**src/rtl/dcache_refill_buffer_if.sv**
```systemverilog
`default_nettype none
// ============================================================================
// Module      : dcache_refill_buffer_if
// Description : Bundles the signals around the data-cache refill buffer:
//               - the miss request, with the store captured alongside it
//               - the AXI read address and read data channels
//               - the line write port into the data RAM
//               - the done/err status pulses
// Revision    : 1.0 - initial release
// ============================================================================
interface dcache_refill_buffer_if #(
    parameter int INDEX_W    = 7,
    parameter int LINE_WORDS = 8
);
    // Miss request plus the store that triggered it
    logic                       req_valid;
    logic                       req_ready;
    logic [31:0]                req_addr;
    logic                       st_valid;
    logic [2:0]                 st_word;
    logic [3:0]                 st_wstrb;
    logic [31:0]                st_data;

    // AXI read address channel
    logic                       arvalid;
    logic                       arready;
    logic [31:0]                araddr;
    logic [7:0]                 arlen;
    logic [2:0]                 arsize;
    logic [1:0]                 arburst;

    // AXI read data channel
    logic                       rvalid;
    logic                       rready;
    logic [31:0]                rdata;
    logic                       rlast;

    // Data RAM line write
    logic [LINE_WORDS*4-1:0]    ram_wen;
    logic [INDEX_W-1:0]         ram_windex;
    logic [LINE_WORDS*32-1:0]   ram_wdata;

    // Status
    logic                       done;
    logic                       err;

    // Cache pipeline / memory side: raises misses, answers the AXI read
    modport master (
        output req_valid, req_addr, st_valid, st_word, st_wstrb, st_data,
        output arready, rvalid, rdata, rlast,
        input  req_ready, arvalid, araddr, arlen, arsize, arburst,
        input  rready, ram_wen, ram_windex, ram_wdata, done, err
    );

    // Refill buffer side
    modport slave (
        input  req_valid, req_addr, st_valid, st_word, st_wstrb, st_data,
        input  arready, rvalid, rdata, rlast,
        output req_ready, arvalid, araddr, arlen, arsize, arburst,
        output rready, ram_wen, ram_windex, ram_wdata, done, err
    );
endinterface
`default_nettype wire

```
**src/rtl/dcache_refill_buffer.sv**
```systemverilog
`default_nettype none
// ============================================================================
// Module      : dcache_refill_buffer
// Description : Accepts a cache miss and issues one 8-beat INCR AXI read.
//               - Assembles the returned beats into a 256-bit line.
//               - Writes the line into the data RAM in a single cycle.
//               - Pulses done, and pulses err when rlast framing was wrong.
//               Optional feature macro REFILL_STORE_MERGE_EN: overlays the
//               store captured with the miss onto the refilled line.
// Revision    : 1.0 - initial release
// ============================================================================
module dcache_refill_buffer #(
    parameter int LINE_WORDS = 8,
    parameter int INDEX_W    = 7
) (
    input wire                      clk,
    input wire                      resetn,
    dcache_refill_buffer_if.slave   bus
);

    localparam int          c_line_bits = LINE_WORDS * 32;
    localparam logic [2:0]  c_last_beat = 3'(LINE_WORDS - 1);

    typedef enum logic [1:0] {
        ST_IDLE  = 2'd0,
        ST_ADDR  = 2'd1,
        ST_RECV  = 2'd2,
        ST_WRITE = 2'd3
    } state_t;

    state_t                     state_q, state_d;
    logic [26:0]                line_addr_q, line_addr_d;
    logic [2:0]                 beat_q, beat_d;
    logic                       err_q, err_d;
    logic [c_line_bits-1:0]     line_q, line_d;

    logic                       w_accept;
    logic [c_line_bits-1:0]     w_line_merged;
    logic                       w_unused;

    assign w_accept = (state_q == ST_IDLE) && bus.req_valid;

    // Burst shape never changes; the address is only looked at while arvalid is high
    assign bus.araddr     = {line_addr_q, 5'b0};
    assign bus.arlen      = 8'(LINE_WORDS - 1);
    assign bus.arsize     = 3'd2;
    assign bus.arburst    = 2'b01;
    assign bus.ram_windex = line_addr_q[INDEX_W-1:0];
    assign bus.ram_wdata  = w_line_merged;

    // State, latched miss address, beat counter, framing flag and line buffer
    always_ff @(posedge clk or negedge resetn) begin
        if (!resetn) begin
            state_q     <= ST_IDLE;
            line_addr_q <= '0;
            beat_q      <= '0;
            err_q       <= 1'b0;
            line_q      <= '0;
        end else begin
            state_q     <= state_d;
            line_addr_q <= line_addr_d;
            beat_q      <= beat_d;
            err_q       <= err_d;
            line_q      <= line_d;
        end
    end

    // Next-state and outputs: request -> address -> 8 beats -> one-cycle RAM write
    always_comb begin
        state_d       = state_q;
        line_addr_d   = line_addr_q;
        beat_d        = beat_q;
        err_d         = err_q;
        line_d        = line_q;
        bus.req_ready = 1'b0;
        bus.arvalid   = 1'b0;
        bus.rready    = 1'b0;
        bus.ram_wen   = '0;
        bus.done      = 1'b0;
        bus.err       = 1'b0;

        case (state_q)
            ST_IDLE: begin
                bus.req_ready = 1'b1;
                if (w_accept) begin
                    line_addr_d = bus.req_addr[31:5];
                    beat_d      = '0;
                    err_d       = 1'b0;
                    state_d     = ST_ADDR;
                end
            end
            ST_ADDR: begin
                bus.arvalid = 1'b1;
                if (bus.arready) begin
                    state_d = ST_RECV;
                end
            end
            ST_RECV: begin
                bus.rready = 1'b1;
                if (bus.rvalid) begin
                    line_d[{beat_q, 5'b0} +: 32] = bus.rdata;
                    // rlast must be high on the final beat and only there
                    if (bus.rlast != (beat_q == c_last_beat)) begin
                        err_d = 1'b1;
                    end
                    beat_d = beat_q + 3'd1;
                    if (beat_q == c_last_beat) begin
                        state_d = ST_WRITE;
                    end
                end
            end
            ST_WRITE: begin
                bus.ram_wen = '1;
                bus.done    = 1'b1;
                bus.err     = err_q;
                state_d     = ST_IDLE;
            end
            default: begin
                state_d = ST_IDLE;
            end
        endcase
    end

`ifdef REFILL_STORE_MERGE_EN
    logic           st_valid_q, st_valid_d;
    logic [2:0]     st_word_q, st_word_d;
    logic [3:0]     st_wstrb_q, st_wstrb_d;
    logic [31:0]    st_data_q, st_data_d;

    // Capture the pending store together with the miss it belongs to
    always_comb begin
        st_valid_d = st_valid_q;
        st_word_d  = st_word_q;
        st_wstrb_d = st_wstrb_q;
        st_data_d  = st_data_q;
        if (w_accept) begin
            st_valid_d = bus.st_valid;
            st_word_d  = bus.st_word;
            st_wstrb_d = bus.st_wstrb;
            st_data_d  = bus.st_data;
        end
    end

    // Store capture registers
    always_ff @(posedge clk or negedge resetn) begin
        if (!resetn) begin
            st_valid_q <= 1'b0;
            st_word_q  <= '0;
            st_wstrb_q <= '0;
            st_data_q  <= '0;
        end else begin
            st_valid_q <= st_valid_d;
            st_word_q  <= st_word_d;
            st_wstrb_q <= st_wstrb_d;
            st_data_q  <= st_data_d;
        end
    end

    // Store bytes win over refill bytes in the targeted word
    always_comb begin
        w_line_merged = line_q;
        for (int b = 0; b < 4; b++) begin
            if (st_valid_q && st_wstrb_q[b]) begin
                w_line_merged[{st_word_q, 5'b0} + 8'(8 * b) +: 8] = st_data_q[8*b +: 8];
            end
        end
    end

    assign w_unused = ^bus.req_addr[4:0];
`else
    // Line goes to the RAM exactly as refilled; the store inputs are not used
    assign w_line_merged = line_q;
    assign w_unused      = ^{bus.req_addr[4:0], bus.st_valid, bus.st_word,
                             bus.st_wstrb, bus.st_data};
`endif

endmodule
`default_nettype wire

```
**src/flat_wrapper.sv**
```systemverilog
// flat-port wrapper written by rule: the top's interface ports become plain ports
module dcache_refill_buffer_flat 
#(
    parameter int LINE_WORDS = 8,
    parameter int INDEX_W    = 7
)
  (clk, resetn, bus_req_valid, bus_req_addr, bus_st_valid, bus_st_word, bus_st_wstrb, bus_st_data, bus_arready, bus_rvalid, bus_rdata, bus_rlast, bus_req_ready, bus_arvalid, bus_araddr, bus_arlen, bus_arsize, bus_arburst, bus_rready, bus_ram_wen, bus_ram_windex, bus_ram_wdata, bus_done, bus_err);
  dcache_refill_buffer_if #(.INDEX_W(INDEX_W), .LINE_WORDS(LINE_WORDS)) bus_i ();
  input wire clk;
  input wire resetn;
  input wire logic [$bits(bus_i.req_valid)-1:0] bus_req_valid;
  input wire logic [$bits(bus_i.req_addr)-1:0] bus_req_addr;
  input wire logic [$bits(bus_i.st_valid)-1:0] bus_st_valid;
  input wire logic [$bits(bus_i.st_word)-1:0] bus_st_word;
  input wire logic [$bits(bus_i.st_wstrb)-1:0] bus_st_wstrb;
  input wire logic [$bits(bus_i.st_data)-1:0] bus_st_data;
  input wire logic [$bits(bus_i.arready)-1:0] bus_arready;
  input wire logic [$bits(bus_i.rvalid)-1:0] bus_rvalid;
  input wire logic [$bits(bus_i.rdata)-1:0] bus_rdata;
  input wire logic [$bits(bus_i.rlast)-1:0] bus_rlast;
  output wire logic [$bits(bus_i.req_ready)-1:0] bus_req_ready;
  output wire logic [$bits(bus_i.arvalid)-1:0] bus_arvalid;
  output wire logic [$bits(bus_i.araddr)-1:0] bus_araddr;
  output wire logic [$bits(bus_i.arlen)-1:0] bus_arlen;
  output wire logic [$bits(bus_i.arsize)-1:0] bus_arsize;
  output wire logic [$bits(bus_i.arburst)-1:0] bus_arburst;
  output wire logic [$bits(bus_i.rready)-1:0] bus_rready;
  output wire logic [$bits(bus_i.ram_wen)-1:0] bus_ram_wen;
  output wire logic [$bits(bus_i.ram_windex)-1:0] bus_ram_windex;
  output wire logic [$bits(bus_i.ram_wdata)-1:0] bus_ram_wdata;
  output wire logic [$bits(bus_i.done)-1:0] bus_done;
  output wire logic [$bits(bus_i.err)-1:0] bus_err;
  assign bus_i.req_valid = bus_req_valid;
  assign bus_i.req_addr = bus_req_addr;
  assign bus_i.st_valid = bus_st_valid;
  assign bus_i.st_word = bus_st_word;
  assign bus_i.st_wstrb = bus_st_wstrb;
  assign bus_i.st_data = bus_st_data;
  assign bus_i.arready = bus_arready;
  assign bus_i.rvalid = bus_rvalid;
  assign bus_i.rdata = bus_rdata;
  assign bus_i.rlast = bus_rlast;
  assign bus_req_ready = bus_i.req_ready;
  assign bus_arvalid = bus_i.arvalid;
  assign bus_araddr = bus_i.araddr;
  assign bus_arlen = bus_i.arlen;
  assign bus_arsize = bus_i.arsize;
  assign bus_arburst = bus_i.arburst;
  assign bus_rready = bus_i.rready;
  assign bus_ram_wen = bus_i.ram_wen;
  assign bus_ram_windex = bus_i.ram_windex;
  assign bus_ram_wdata = bus_i.ram_wdata;
  assign bus_done = bus_i.done;
  assign bus_err = bus_i.err;
  dcache_refill_buffer #(.LINE_WORDS(LINE_WORDS), .INDEX_W(INDEX_W)) u_core (.clk(clk), .resetn(resetn), .bus(bus_i));
endmodule
```
**config.mk**
```make
export PLATFORM = sky130hd
export DESIGN_NAME = dcache_refill_buffer_flat
export DESIGN_NICKNAME = d
export VERILOG_FILES = /design/src/rtl/dcache_refill_buffer_if.sv /design/src/rtl/dcache_refill_buffer.sv /design/src/flat_wrapper.sv
export SDC_FILE = /design/constraint.sdc
export NUM_CORES = 1
export LEC_CHECK = 0
export CORE_AREA = 2 2 179 181
export CTS_CLUSTER_DIAMETER = 30
export DETAILED_ROUTE_END_ITERATION = 10
export DIE_AREA = 0 0 181 183
export HOLD_SLACK_MARGIN = 0.15
export PLACE_DENSITY = 0.75
export SYNTH_ARGS = -nofsm -noshare
export SYNTH_HDL_FRONTEND = slang
export SYNTH_SLANG_ARGS = --single-unit
```
**constraint.sdc**
```tcl
create_clock -name clk -period 4.05 [get_ports clk]
set_input_delay 0.405 -clock clk [delete_from_list [all_inputs] [get_ports clk]]
set_output_delay 0.405 -clock clk [all_outputs]
set_load 0.05 [all_outputs]
```
Yosys cells after proc, flatten, opt, wreduce, memory -nomap -nowiden
Index checks and enable logic that the tools add are counted.
Storage, ports and cells
  bits in registers: 289
  word-level logic and storage cells: 46
  bits of input ports: 110
Cells by class
  mux-type cells: 19
  shifts and indexed selects: 2
  add/sub/neg operators: 2
  reduce and logical (&&, ||, !) cells: 8
  eq/ne operators: 10
Operators with widths (count)
  $bwmux 256: 1
  $shift 32x10->256 const A: 1
  $shiftx 32x10->256: 1
  $mux 32: 1
  $neg 8->10: 1
  $mux 1: 8
  $mux 2: 4
  $pmux 2 s4: 1
  $reduce_and 4->1: 2
  $mux 3: 2
  $ne 2x1->1 const B: 3
  $pmux 3 s2: 1
  $eq 2x2->1 const B: 2
  $ne 2x2->1 const B: 2
  $reduce_and 2->1: 2
  $add 3x1->3 const B: 1
  $eq 3x3->1 const B: 1
  $reduce_and 3->1: 1
  $eq 2x1->1 const B: 1
  $logic_not 2->1: 1
  $pmux 1 s2: 1
  $reduce_bool 2->1: 1
  $logic_and 1x1->1: 1
  $ne 1x1->1: 1

Longest topological paths before layout
Gate-level depths: netlist (run 1).
  depth in word-level cells: 5
  gate-level depth with buffers: 10
  mapped depth without buffers: 6

Worst setup path after synthesis (run 1)
OpenSTA, ideal clock, no wires.
  path type: flip-flop to flip-flop
  start point: register u_core.beat_q[0]
  end point: register u_core.line_q[130] (netlist: u_core.bus.ram_wdata[130])
  setup slack: 1206 ps
  buffers on the path: 3
  data arrival time: 2719 ps
  stages on the path, launching flop included: 10
  library setup time: 125 ps
  cell sequence: dfrtp_1 -> clkbuf_1 -> clkbuf_1 -> inv_1 -> ha_1 -> ha_1 -> nor2b_1 -> nor3b_2 -> buf_2 -> mux2_2
Between the ends
  cells in the longest elaborated chain, start to end: 3
  elaborated cells on any way between the ends: 4
  those cells by class: add/sub: 1; shift: 2; mux: 1
Ends and longest elaborated chain
  start, declared: line dcache_refill_buffer.sv:33  | logic [2:0] beat_q, beat_d;
  start signal, assigned: line dcache_refill_buffer.sv:62  | beat_q <= beat_d;
  $neg 8->10 (*): line dcache_refill_buffer.sv:101  | line_d[{beat_q, 5'b0} +: 32] = bus.rdata;
  $shiftx 32x10->256 / $shift 32x10->256 (equally long branches): line dcache_refill_buffer.sv:101
  $bwmux 256 (*): line dcache_refill_buffer.sv:101
  end signal, assigned: line dcache_refill_buffer.sv:64  | line_q <= line_d;
  end, declared: line dcache_refill_buffer.sv:35  | logic [c_line_bits-1:0] line_q, line_d;
Mark *: on every way between the ends. The rest lies on a longest branch, timed or not.
A chain may end at the register's enable or synchronous reset.

Final worst setup path (run 1)
  start point: register u_core.beat_q[0]
  end point: register u_core.line_q[232] (netlist: u_core.bus.ram_wdata[232])
The elaborated chain is that of the path after synthesis.

==> run_results.csv, run 1 <==
group,metric,value,unit
detailed_routing,wirelength,36700,µm
synth,synthMuxAreaShare,0.180,
synth,ys_seq_area_frac,0.600,
clock_tree,cts_tree,"yes",
detailed_routing,drtIter0Drc,536,
worst_setup_path,cp_common_cell,"ha_1",
power_and_ir_drop,clockPowerShare,0.293,
worst_hold_path,worstHoldPathType,"input pin to asynchronous set/reset pin",
sta,setup_viol,0,
worst_setup_path,critPathArrivalTime,3.36,ns
sta,worstMarginPinSlew,1.17,ns
grt,grt_start_max_net_pins,111,
synth,synth_xor_area_frac,0.000727,
grt,grt_overflow,0,
placed_design,place_area,16100,µm²
worst_setup_path,reg2reg_slack,1.10,ns
worst_setup_path,critPathRequiredTime,4.47,ns
worst_setup_path,critPathTopFamily,"simple AND/OR/NAND/NOR gates",
detailed_routing,via_per_inst,4.98,
synth,synth_area_leaders,"dfrtp_1, mux2_2, o21ai_0",
floorplanning,placementRows,65,
synth,postSynthRegisterBits,289,
detailed_routing,wl_per_cell,20.1,µm
synth,syn_inst,991,
detailed_routing,remaining_drc_errors,0,
grt,grt_use_total,0.224,
status,status,"complete, no violations",
clock_tree,hold_buffers,1,
power_and_ir_drop,combPwrFrac,0.472,
synth,synth_top_family_by_area,"multiplexers",
detailed_routing,dr.pass1.iters,4,
floorplanning,initial_core_util,0.386,
placed_design,place_congestion,0.772,
synth,yosysTopAreaCell,"dfrtp_1",
sta,min_period,2.95,ns
sta,finalSetupTns,0,ns
layout,syn_to_final_growth,53.4,%
power_and_ir_drop,power.internal,0.0107,W
grt,antenna_found_initial,1,
placed_design,dpl.hpwl,24300,µm
synth,synth_top_area_frac,0.600,
clock_tree,cts_setup_buffers,0,
power_and_ir_drop,power_switching,0.00834,W
sta,final.setup_skew,0.0249,ns
clock_tree,cts_root_buffer,"clkbuf_16",
worst_setup_path,cp.buffers_inverters,2,
grt,grt_pass1_vias,9646,
layout,drive_above_1_share,0.195,
layout,final_util,0.591,
sta,rsz0062_at_grt,"no",
clock_tree,clk_latency,0.56,ns
placed_design,port_buffers,391,
worst_setup_path,end_kind,"register",
sta,hold_viol,0,
worst_setup_path,slowest_delay,0.70,ns
job,drv_cap,0,
clock_tree,cts.sinks,289,
clock_tree,cts.path.max_buffers,3,
synth,postSynthAreaPerCell,12.2,µm²
power_and_ir_drop,sw_frac_of_total,0.439,
clock_tree,cts_buffers,68,
grt,grt_pass1_wl,57300,µm
power_and_ir_drop,power.density,1030,nW/µm²
worst_setup_path,crit_path_max_fanout,18,
power_and_ir_drop,ir_drop,0.686,mV
synth,synthSimpleGateAreaFrac,0.0729,
sta,fin_crit_sh,0.727,
clock_tree,ctsResizeCount,0,
synth,ys_types,37,
power_and_ir_drop,power.share.sequential,0.235,
detailed_routing,vias,9112,
sta,max_freq,340,MHz
floorplanning,coreArea,31200,µm²
floorplanning,pin_count,455,
synth,synthesis.area,12000,µm²
floorplanning,dieWidth,181,µm
layout,nets,1497,
synth,yosysWarnings,0,
synth,yosys.area_share.adder,0.00935,
worst_setup_path,slowest_stage,"nand4_1",
worst_setup_path,path_cells,"inv_1 > ha_1 > ha_1 > nor2_1 > nand4_1 > buf_4 > mux2i_1",
sta,slew_violations,0,
power_and_ir_drop,p_leak,8.77,nW
worst_setup_path,worstSetupStartpointType,"register",
layout,design_area,18500,µm²
worst_setup_path,worstSetupPathType,"register to register",
clock_tree,clk_pin_slew,0.05,ns
clock_tree,htree_levels,3,
detailed_routing,drtAntennaViolNets,0,
floorplanning,dieHeight,183,µm
layout,n_antenna_cell,0,
synth,synth-compound-area-share,0.0503,
sta,maxSlewHeadroom,0.221,
floorplanning,dieArea,33100,µm²
## layout by cell type, fill, tap and decap left out, types with 27 or more instances in the layout
cell type,n
clkbuf_16,71
clkdlybuf4s50_1,390
dfrtp_1,288
inv_1,96
mux2_1,32
mux2_2,132
mux2i_1,32
nand2_1,63
nand3_1,27
nand4_1,50
o21ai_0,106
## metal layers
layer / wire length [µm] / vias up / GRT usage
met5: 0 / - / 0
met4: 1140 / 0 / 0.0907
met3: 2910 / 88 / 0.0764
met2: 17700 / 357 / 0.364
met1: 15000 / 4586 / 0.276
li1: - / 4081 / -
## power groups by stage
stage                     sequential, W  clock (W)  combinational [W]
after floorplan                 0.00788          0            0.00261
after global placement          0.00443          0            0.00890
after detailed placement        0.00449          0            0.00898
after CTS                       0.00447    0.00565            0.00902
after global routing            0.00460    0.00582            0.00931
final                           0.00447    0.00557            0.00896
## kinds of logic after synthesis
group	count (synthesis)
adders and majority gates	9
other	2
buffers and inverters	211
xor gates and xnor gates	1
AOI/OAI and AO/OA	117
DFF	289
muxes	196
and+or+nand+nor	166
## through the flow
step | hold WS [ns] | setup slack [ns] | total power, W | instances
floorplan | 0.109 | 1.21 | 0.0105 | 1007
global placement | 0.438 | 1.22 | 0.0133 | 1709
detailed placement | 0.442 | 1.17 | 0.0135 | 1709
CTS | 0.443 | 1.13 | 0.0191 | 1831
global route | 0.453 | 0.978 | 0.0197 | 1831
finish | 0.439 | 1.10 | 0.0190 | 1831
## path summary, 6_finish.rpt
kind                                          start                        end  cells past startpoint
hold / removal                               resetn   u_core.bus.ram_wdata[25]                      2
max in group asynchronous                    resetn  u_core.bus.ram_wdata[200]                      3
setup reg to reg                   u_core.beat_q[0]  u_core.bus.ram_wdata[232]                      7
setup / recovery                   u_core.beat_q[0]  u_core.bus.ram_wdata[232]                      7
hold reg to reg            u_core.bus.ram_wdata[88]   u_core.bus.ram_wdata[88]                      1
min in group clk                   bus_req_addr[19]     u_core.line_addr_q[14]                      2
## cell usage after synthesis
cell type  number
nand3_1        27
and2_1          2
ha_1            9
a22o_1          2
o22ai_1         1
buf_4          60
nand4b_1        1
mux2_1         32
conb_1          2
inv_1          96
nand4_1        50
and3b_1         1
mux2_2        132
dfrtp_1       289
and2_0          2
nand2_1        63
nand2b_1        3
or2_2           1
nor4b_1         1
clkbuf_1       34
a2111oi_1       1
a31oi_1         1
o21ai_0       106
buf_1           9
nor3_2          1
nor2_1          3
buf_2          12
nor2b_1         6
xor2_1          1
nand4bb_1       1
a21oi_1         1
o21ai_1         3
o21a_1          1
mux2i_1        32
and4b_1         1
nor3b_2         3
o211ai_1        1
## area by class of cell
cell class	instances	area [µm²]
Clock buffer	87	1920
Clock inverter	34	453
Fill cell	2461	12800
Inverter	96	360
Multi-Input combinational cell	507	3870
Sequential cell	289	7230
Tap cell	402	503
Timing Repair Buffer	416	4130
## sequential cells by signal, indices dropped and copies added, names as in the netlist
name,flops
u_core.state_q,2
u_core.bus.ram_wdata,256
u_core.beat_q,3
u_core.err_q,1
u_core.line_addr_q,27
No activity file was read; power rests on OpenSTA's default activity.
==> inputs of run 2 (changes only) <==
- clock period: 4.05 -> 2.78 ns (I/O delays scaled with it)
==> run 2 against run 1 <==
  * Largest power group unchanged
  * Clock power increased by 43%
  * Combinational power increased by 47%
  * Count of clock-buffer cells in the layout decreased by 4
  * Register-to-register slack got worse by 0.80 ns
  * Worst hold slack got worse by 0.10 ns
  * Die area unchanged
  * Highest routed layer unchanged
  * Sequential power increased by 45%
  * Final cell count increased by 0.55%
  * Sequential cell count unchanged
  * Clock skew decreased by 0.0010 ns
  * Worst setup slack got worse by 0.95 ns
  * First-iteration DRC count decreased by 3.2%
==> run_results.csv, run 2 (synthesis gave the netlist of run 1 again) <==
group,metric,value,unit
status,status,"complete, no violations",
sta,min_period,2.62,ns
placed_design,place_congestion,0.801,
sta,worstMarginPinSlew,0.670,ns
placed_design,dpl.hpwl,25100,µm
detailed_routing,via_per_inst,4.95,
worst_setup_path,slowest_stage,"clkdlybuf4s50_1",
layout,nets,1508,
clock_tree,ctsResizeCount,0,
floorplanning,coreArea,31200,µm²
clock_tree,htree_levels,3,
sta,setup_viol,0,
grt,grt_start_max_net_pins,74,
power_and_ir_drop,clockPowerShare,0.288,
grt,antenna_found_initial,1,
grt,grt_overflow,0,
detailed_routing,vias,9117,
worst_setup_path,slowest_delay,0.81,ns
power_and_ir_drop,power_switching,0.0122,W
grt,grt_pass1_vias,9591,
sta,max_freq,381,MHz
placed_design,port_buffers,391,
floorplanning,dieWidth,181,µm
sta,final.setup_skew,0.0239,ns
floorplanning,dieArea,33100,µm²
layout,largest_reg_flops,256,
detailed_routing,wirelength,37900,µm
worst_setup_path,cp.buffers_inverters,2,
detailed_routing,wl_per_cell,20.6,µm
clock_tree,clk_latency,0.55,ns
sta,finalSetupTns,0,ns
layout,syn_to_final_growth,54.1,%
worst_setup_path,critPathRequiredTime,2.50,ns
floorplanning,placementRows,65,
worst_hold_path,worstHoldPathType,"input pin to asynchronous set/reset pin",
sta,fin_crit_sh,0.943,
worst_setup_path,worstSetupStartpointType,"register",
clock_tree,cts.path.max_buffers,3,
layout,design_area,18600,µm²
power_and_ir_drop,p_leak,8.81,nW
sta,slew_violations,0,
power_and_ir_drop,power,0.0276,W
layout,final_common_cell,"clkdlybuf4s50_1",
worst_setup_path,critPathTopFamily,"buffers and inverters",
clock_tree,cts_tree,"yes",
power_and_ir_drop,sw_frac_of_total,0.442,
detailed_routing,dr.pass1.iters,4,
detailed_routing,drtIter0Drc,519,
worst_setup_path,rr_startpoint,"u_core.beat_q[1]",
worst_setup_path,ff2ff_path_depth,7,
sta,maxSlewHeadroom,0.553,
floorplanning,dieHeight,183,µm
layout,drive_above_1_share,0.204,
clock_tree,cts.sinks,289,
detailed_routing,drtAntennaViolNets,0,
layout,fillers,2488,
clock_tree,clk_pin_slew,0.05,ns
power_and_ir_drop,power.density,1490,nW/µm²
worst_setup_path,end_kind,"primary output",
grt,grt_use_total,0.227,
worst_setup_path,path_cells,"ha_1 > buf_4 > and2_1 > clkdlybuf4s50_1",
worst_setup_path,critPathArrivalTime,2.34,ns
worst_setup_path,crit_path_max_fanout,34,
job,drv_cap,0,
clock_tree,cts_setup_buffers,0,
sta,hold_viol,0,
detailed_routing,remaining_drc_errors,0,
worst_setup_path,path_depth,4,
placed_design,place_area,16200,µm²
floorplanning,pin_count,455,
sta,rsz0062_at_grt,"no",
power_and_ir_drop,power.internal,0.0154,W
floorplanning,initial_core_util,0.386,
worst_setup_path,reg2reg_slack,0.30,ns
clock_tree,cts_buffers,66,
layout,final_cell_mix,"clkdlybuf4s50_1, dfrtp_1, mux2_2",
grt,grt_pass1_wl,58000,µm
power_and_ir_drop,combPwrFrac,0.477,
clock_tree,cts_root_buffer,"clkbuf_16",
power_and_ir_drop,ir_drop,0.867,mV
power_and_ir_drop,power.share.sequential,0.235,
worst_setup_path,worstSetupPathType,"register to primary output",
worst_setup_path,r2r_end,"u_core.bus.ram_wdata[68]",
## run 2: cell count changes in the layout (fill, tap and decap cells not counted), sizes merged
cell      change
clkinvlp      +3
buf          +13
bufinv        -1
clkbuf        -4
clkinv        -3
inv           +1
diode         +1
## run 2: stage by stage
step,hold WS (ns),worst slack [ns],util,instances
6_report,0.339,0.158,0.594,1841
5_1_grt,0.325,0.0547,0.594,1841
4_1_cts,0.294,0.120,0.594,1840
3_5_place_dp,0.288,0.288,0.520,1722
3_3_place_gp,0.285,0.363,0.520,1722
2_1_floorplan,-0.0176,0.0154,-,1007
## run 2: worst register-to-register path: stages, from the launching register on
cell       delay (ns)
dfrtp_1          0.42
inv_1            0.08
ha_1             0.21
ha_1             0.22
nand4bb_1        0.41
nor3b_4          0.28
buf_4            0.35
mux2_1           0.38
## run 2: routing by layer
metal | global-route usage | vias up | share of wire
li1 | - | 4100 | -
met1 | 0.277 | 4583 | 0.41
met2 | 0.380 | 372 | 0.49
met3 | 0.0705 | 62 | 0.076
met4 | 0.0855 | 0 | 0.025
met5 | 0 | - | 0
## run 2: power by group through the flow
stage / registers [W] / logic [W] / clock network [W]
finish: 0.00649 / 0.0132 / 0.00795
global route: 0.00668 / 0.0137 / 0.00832
CTS: 0.00650 / 0.0133 / 0.00806
detailed placement: 0.00652 / 0.0132 / 0
global placement: 0.00644 / 0.0130 / 0
floorplan: 0.0115 / 0.00380 / 0
## run 2: repair_timing
action | in CTS | in global routing
setup endpoints to repair | 0 | 0
hold buffers | 1 | 0
endpoints found under the hold margin | 68 | 0
## run 2: area by class of cell
| cell class | instances | area (µm²) | share of cell area |
|---|---|---|---|
| timing repair buffer | 429 | 4280 | 0.231 |
| clock buffer | 83 | 1870 | 0.101 |
| clock inverter | 34 | 447 | 0.0241 |
| inverter | 96 | 360 | 0.0194 |
| sequential | 289 | 7230 | 0.390 |
| multi-input combinational | 507 | 3870 | 0.209 |
| tap | 402 | 503 | 0.0271 |
| antenna | 1 | 2.50 | 0.000135 |
## run 2: worst max-delay path by stage
| stage | startpoint | to | slack (ns) |
|---|---|---|---|
| 6_report | u_core.state_q[0] | bus_err | 0.16 |
| 5_1_grt | u_core.state_q[1] | bus_err | 0.05 |
| 4_1_cts | u_core.state_q[1] | bus_err | 0.12 |
| 3_5_place_dp | u_core.beat_q[1] | u_core.bus.ram_wdata[112] | 0.29 |
| 3_3_place_gp | u_core.beat_q[1] | u_core.bus.ram_wdata[109] | 0.36 |
| 2_1_floorplan | u_core.beat_q[0] | u_core.bus.ram_wdata[130] | 0.02 |
==> inputs of run 3 (changes only) <==
- ABC_AREA: default -> 1
- CORE_AREA: 2 2 179 181 -> 2 2 176 178
- DIE_AREA: 0 0 181 183 -> 0 0 178 180
- GPL_TIMING_DRIVEN: default -> 1
- PLACE_DENSITY: 0.75 -> 0.8
==> run 3 against run 2 <==
  * Final cell count rose by 28%
  * Synthesized area rose by 7.2%
  * Cell area rose by 2.5%
  * Non-clock buffer count rose by 6
  * Register-to-register slack improved by 0.12 ns
  * Worst setup slack improved by 0.017 ns
  * Critical path type unchanged
  * Largest power group unchanged
  * Highest routed layer unchanged
==> run_results.csv, run 3 <==
group,metric,value,unit
detailed_routing,wl_per_cell,18.3,µm
floorplanning,initial_core_util,0.428,
layout,drive_above_1_share,0.0976,
detailed_routing,drtAntennaViolNets,0,
worst_setup_path,critPathArrivalTime,2.33,ns
sta,worstMarginPinSlew,0.650,ns
clock_tree,cts_tree,"yes",
detailed_routing,vias,12000,
sta,hold_slack,0.265,ns
power_and_ir_drop,power.density,1310,nW/µm²
placed_design,place_congestion,0.902,
synth,ys.flop_type,"dfrtp_1",
floorplanning,placementRows,64,
sta,max_freq,384,MHz
layout,fin_cells,2353,
worst_hold_path,worstHoldPathType,"input pin to asynchronous set/reset pin",
floorplanning,dieHeight,180,µm
clock_tree,cts.sinks,289,
synth,syn_inst,1552,
layout,nets,2025,
worst_setup_path,ff2ff_path_depth,9,
synth,synth_top_cells_by_count,"nand2_1, dfrtp_1, nor2_1, nand3_1, nand4_1",
sta,final.setup_skew,0.0190,ns
detailed_routing,drtIter0Drc,1209,
layout,syn_to_final_growth,47.4,%
grt,grt_overflow,0,
job,drv_cap,0,
floorplanning,dieWidth,178,µm
sta,min_period,2.60,ns
detailed_routing,remaining_drc_errors,0,
grt,grt_start_max_net_pins,69,
grt,grt_pass1_vias,11800,
worst_setup_path,critPathRequiredTime,2.50,ns
placed_design,dpl.hpwl,29900,µm
synth,ys_types,20,
synth,async_reset_ff_frac,1.00,
floorplanning,pin_count,455,
synth,postSynthAreaPerCell,8.32,µm²
clock_tree,clk_latency,0.57,ns
detailed_routing,dr.pass1.iters,6,
layout,largest_reg_flops,256,
layout,fillers,2453,
worst_setup_path,crit_path_max_fanout,34,
clock_tree,clk_pin_slew,0.04,ns
synth,synthesis.area,12900,µm²
grt,grt_pass1_wl,67300,µm
synth,postSynthRegisterBits,289,
synth,synth_edf_count,0,
layout,final_common_cell,"nand2_1",
clock_tree,cts.path.max_buffers,3,
grt,grt_use_total,0.269,
synth,synth_top_area_frac,0.560,
synth,ys_seq_area_frac,0.560,
synth,synth_most_common_cell,"nand2_1",
sta,setup_viol,0,
sta,rsz0062_at_grt,"no",
sta,hold_viol,0,
synth,yosysTopAreaCell,"dfrtp_1",
detailed_routing,wirelength,43100,µm
clock_tree,cts_buffers,61,
sta,finalSetupTns,0,ns
placed_design,port_buffers,391,
floorplanning,dieArea,32000,µm²
synth,synth_area_leaders,"dfrtp_1, nand2_1, nand4_1",
placed_design,place_inst,2238,
status,status,"complete, no violations",
clock_tree,htree_levels,2,
sta,fin_crit_sh,0.937,
clock_tree,cts_root_buffer,"clkbuf_16",
power_and_ir_drop,ir_drop,0.801,mV
detailed_routing,via_per_inst,5.11,
grt,antenna_found_initial,0,
sta,maxSlewHeadroom,0.567,
layout,final_cell_mix,"nand2_1, clkdlybuf4s50_1, dfrtp_1",
worst_setup_path,end_kind,"primary output",
power_and_ir_drop,p_leak,9.64,nW
synth,yosysWarnings,0,
floorplanning,coreArea,30200,µm²
sta,slew_violations,0,
worst_setup_path,worstSetupPathType,"register to primary output",
layout,n_antenna_cell,0,
worst_setup_path,worstSetupStartpointType,"register",
-- run 3: changes by cell type after synthesis, sizes merged, moves of 6 or more --
cell,delta
nor2,+134
nand4,+42
nand2,+606
buf,+32
nor2b,-6
mux2,-137
inv,-41
o21ai,-106
nand3,+77
clkbuf,+13
mux2i,-32
-- run 3: worst paths after layout --
check | startpoint | end | slack (ns)
min in group clk | bus_req_addr[24] | u_core.line_addr_q[19] | 0.33
min reg2reg | u_core.bus.ram_wdata[123] | u_core.bus.ram_wdata[123] | 0.46
max reg2reg | u_core.beat_q[0] | u_core.bus.ram_wdata[224] | 0.42
max in group asynchronous | resetn | u_core.bus.ram_wdata[212] | 1.72
max | u_core.state_q[0] | bus_err | 0.18
min | resetn | u_core.bus.ram_wdata[7] | 0.26
-- run 3: cell type report --
| type | count | area (µm²) | area share |
|---|---|---|---|
| Tap cell | 396 | 495 | 0.0260 |
| Inverter | 55 | 206 | 0.0108 |
| Multi-Input combinational cell | 1064 | 4680 | 0.246 |
| Clock inverter | 36 | 409 | 0.0215 |
| Clock buffer | 78 | 1690 | 0.0889 |
| Timing Repair Buffer | 435 | 4310 | 0.227 |
| Sequential cell | 289 | 7230 | 0.380 |
-- run 3: cell families after synthesis --
group	after synthesis	synth area share
AOI/OAI and AO/OA	6	0.00232
muxes	27	0.0235
other	2	0.000582
and+or+nand+nor	1004	0.321
adders and majority gates	9	0.00872
DFF	289	0.560
buffers and inverters	215	0.0840
-- run 3: metal layers --
metal,vias to the layer above,track usage,share of wire
li1,5558,-,-
met5,-,0,0
met4,0,0.110,0.040
met1,5758,0.353,0.40
met2,587,0.424,0.47
met3,111,0.0696,0.089
-- run 3: power breakdown --
| part | switching (W) | internal [W] | total, W |
|---|---|---|---|
| combinational | 0.00833 | 0.00328 | 0.0116 |
| clock | 0.00234 | 0.00492 | 0.00726 |
| sequential | 0.000673 | 0.00530 | 0.00597 |
-- run 3: timing repair --
item / in CTS / in global routing
endpoints found under the hold margin: 61 / 0
setup buffers: 0 / 0
hold buffers: 1 / 0
resized for setup: 0 / 0
-- run 3: stage by stage --
stage           util  setup WS, ns  instance area, µm²  total power, W
5_1_grt        0.630        0.0419               19000          0.0259
2_1_floorplan      -         0.663               13000          0.0138
3_3_place_gp   0.561         0.509               16900          0.0174
6_report       0.630         0.175               19000          0.0248
4_1_cts        0.630         0.129               19000          0.0249
3_5_place_dp   0.561         0.420               16900          0.0176
-- run 3: critical path: stages, from the launching register on --
cell             delay, ns
dfrtp_1               0.39
ha_1                  0.16
buf_4                 0.27
nand2_1               0.08
inv_1                 0.06
clkdlybuf4s50_1       0.81
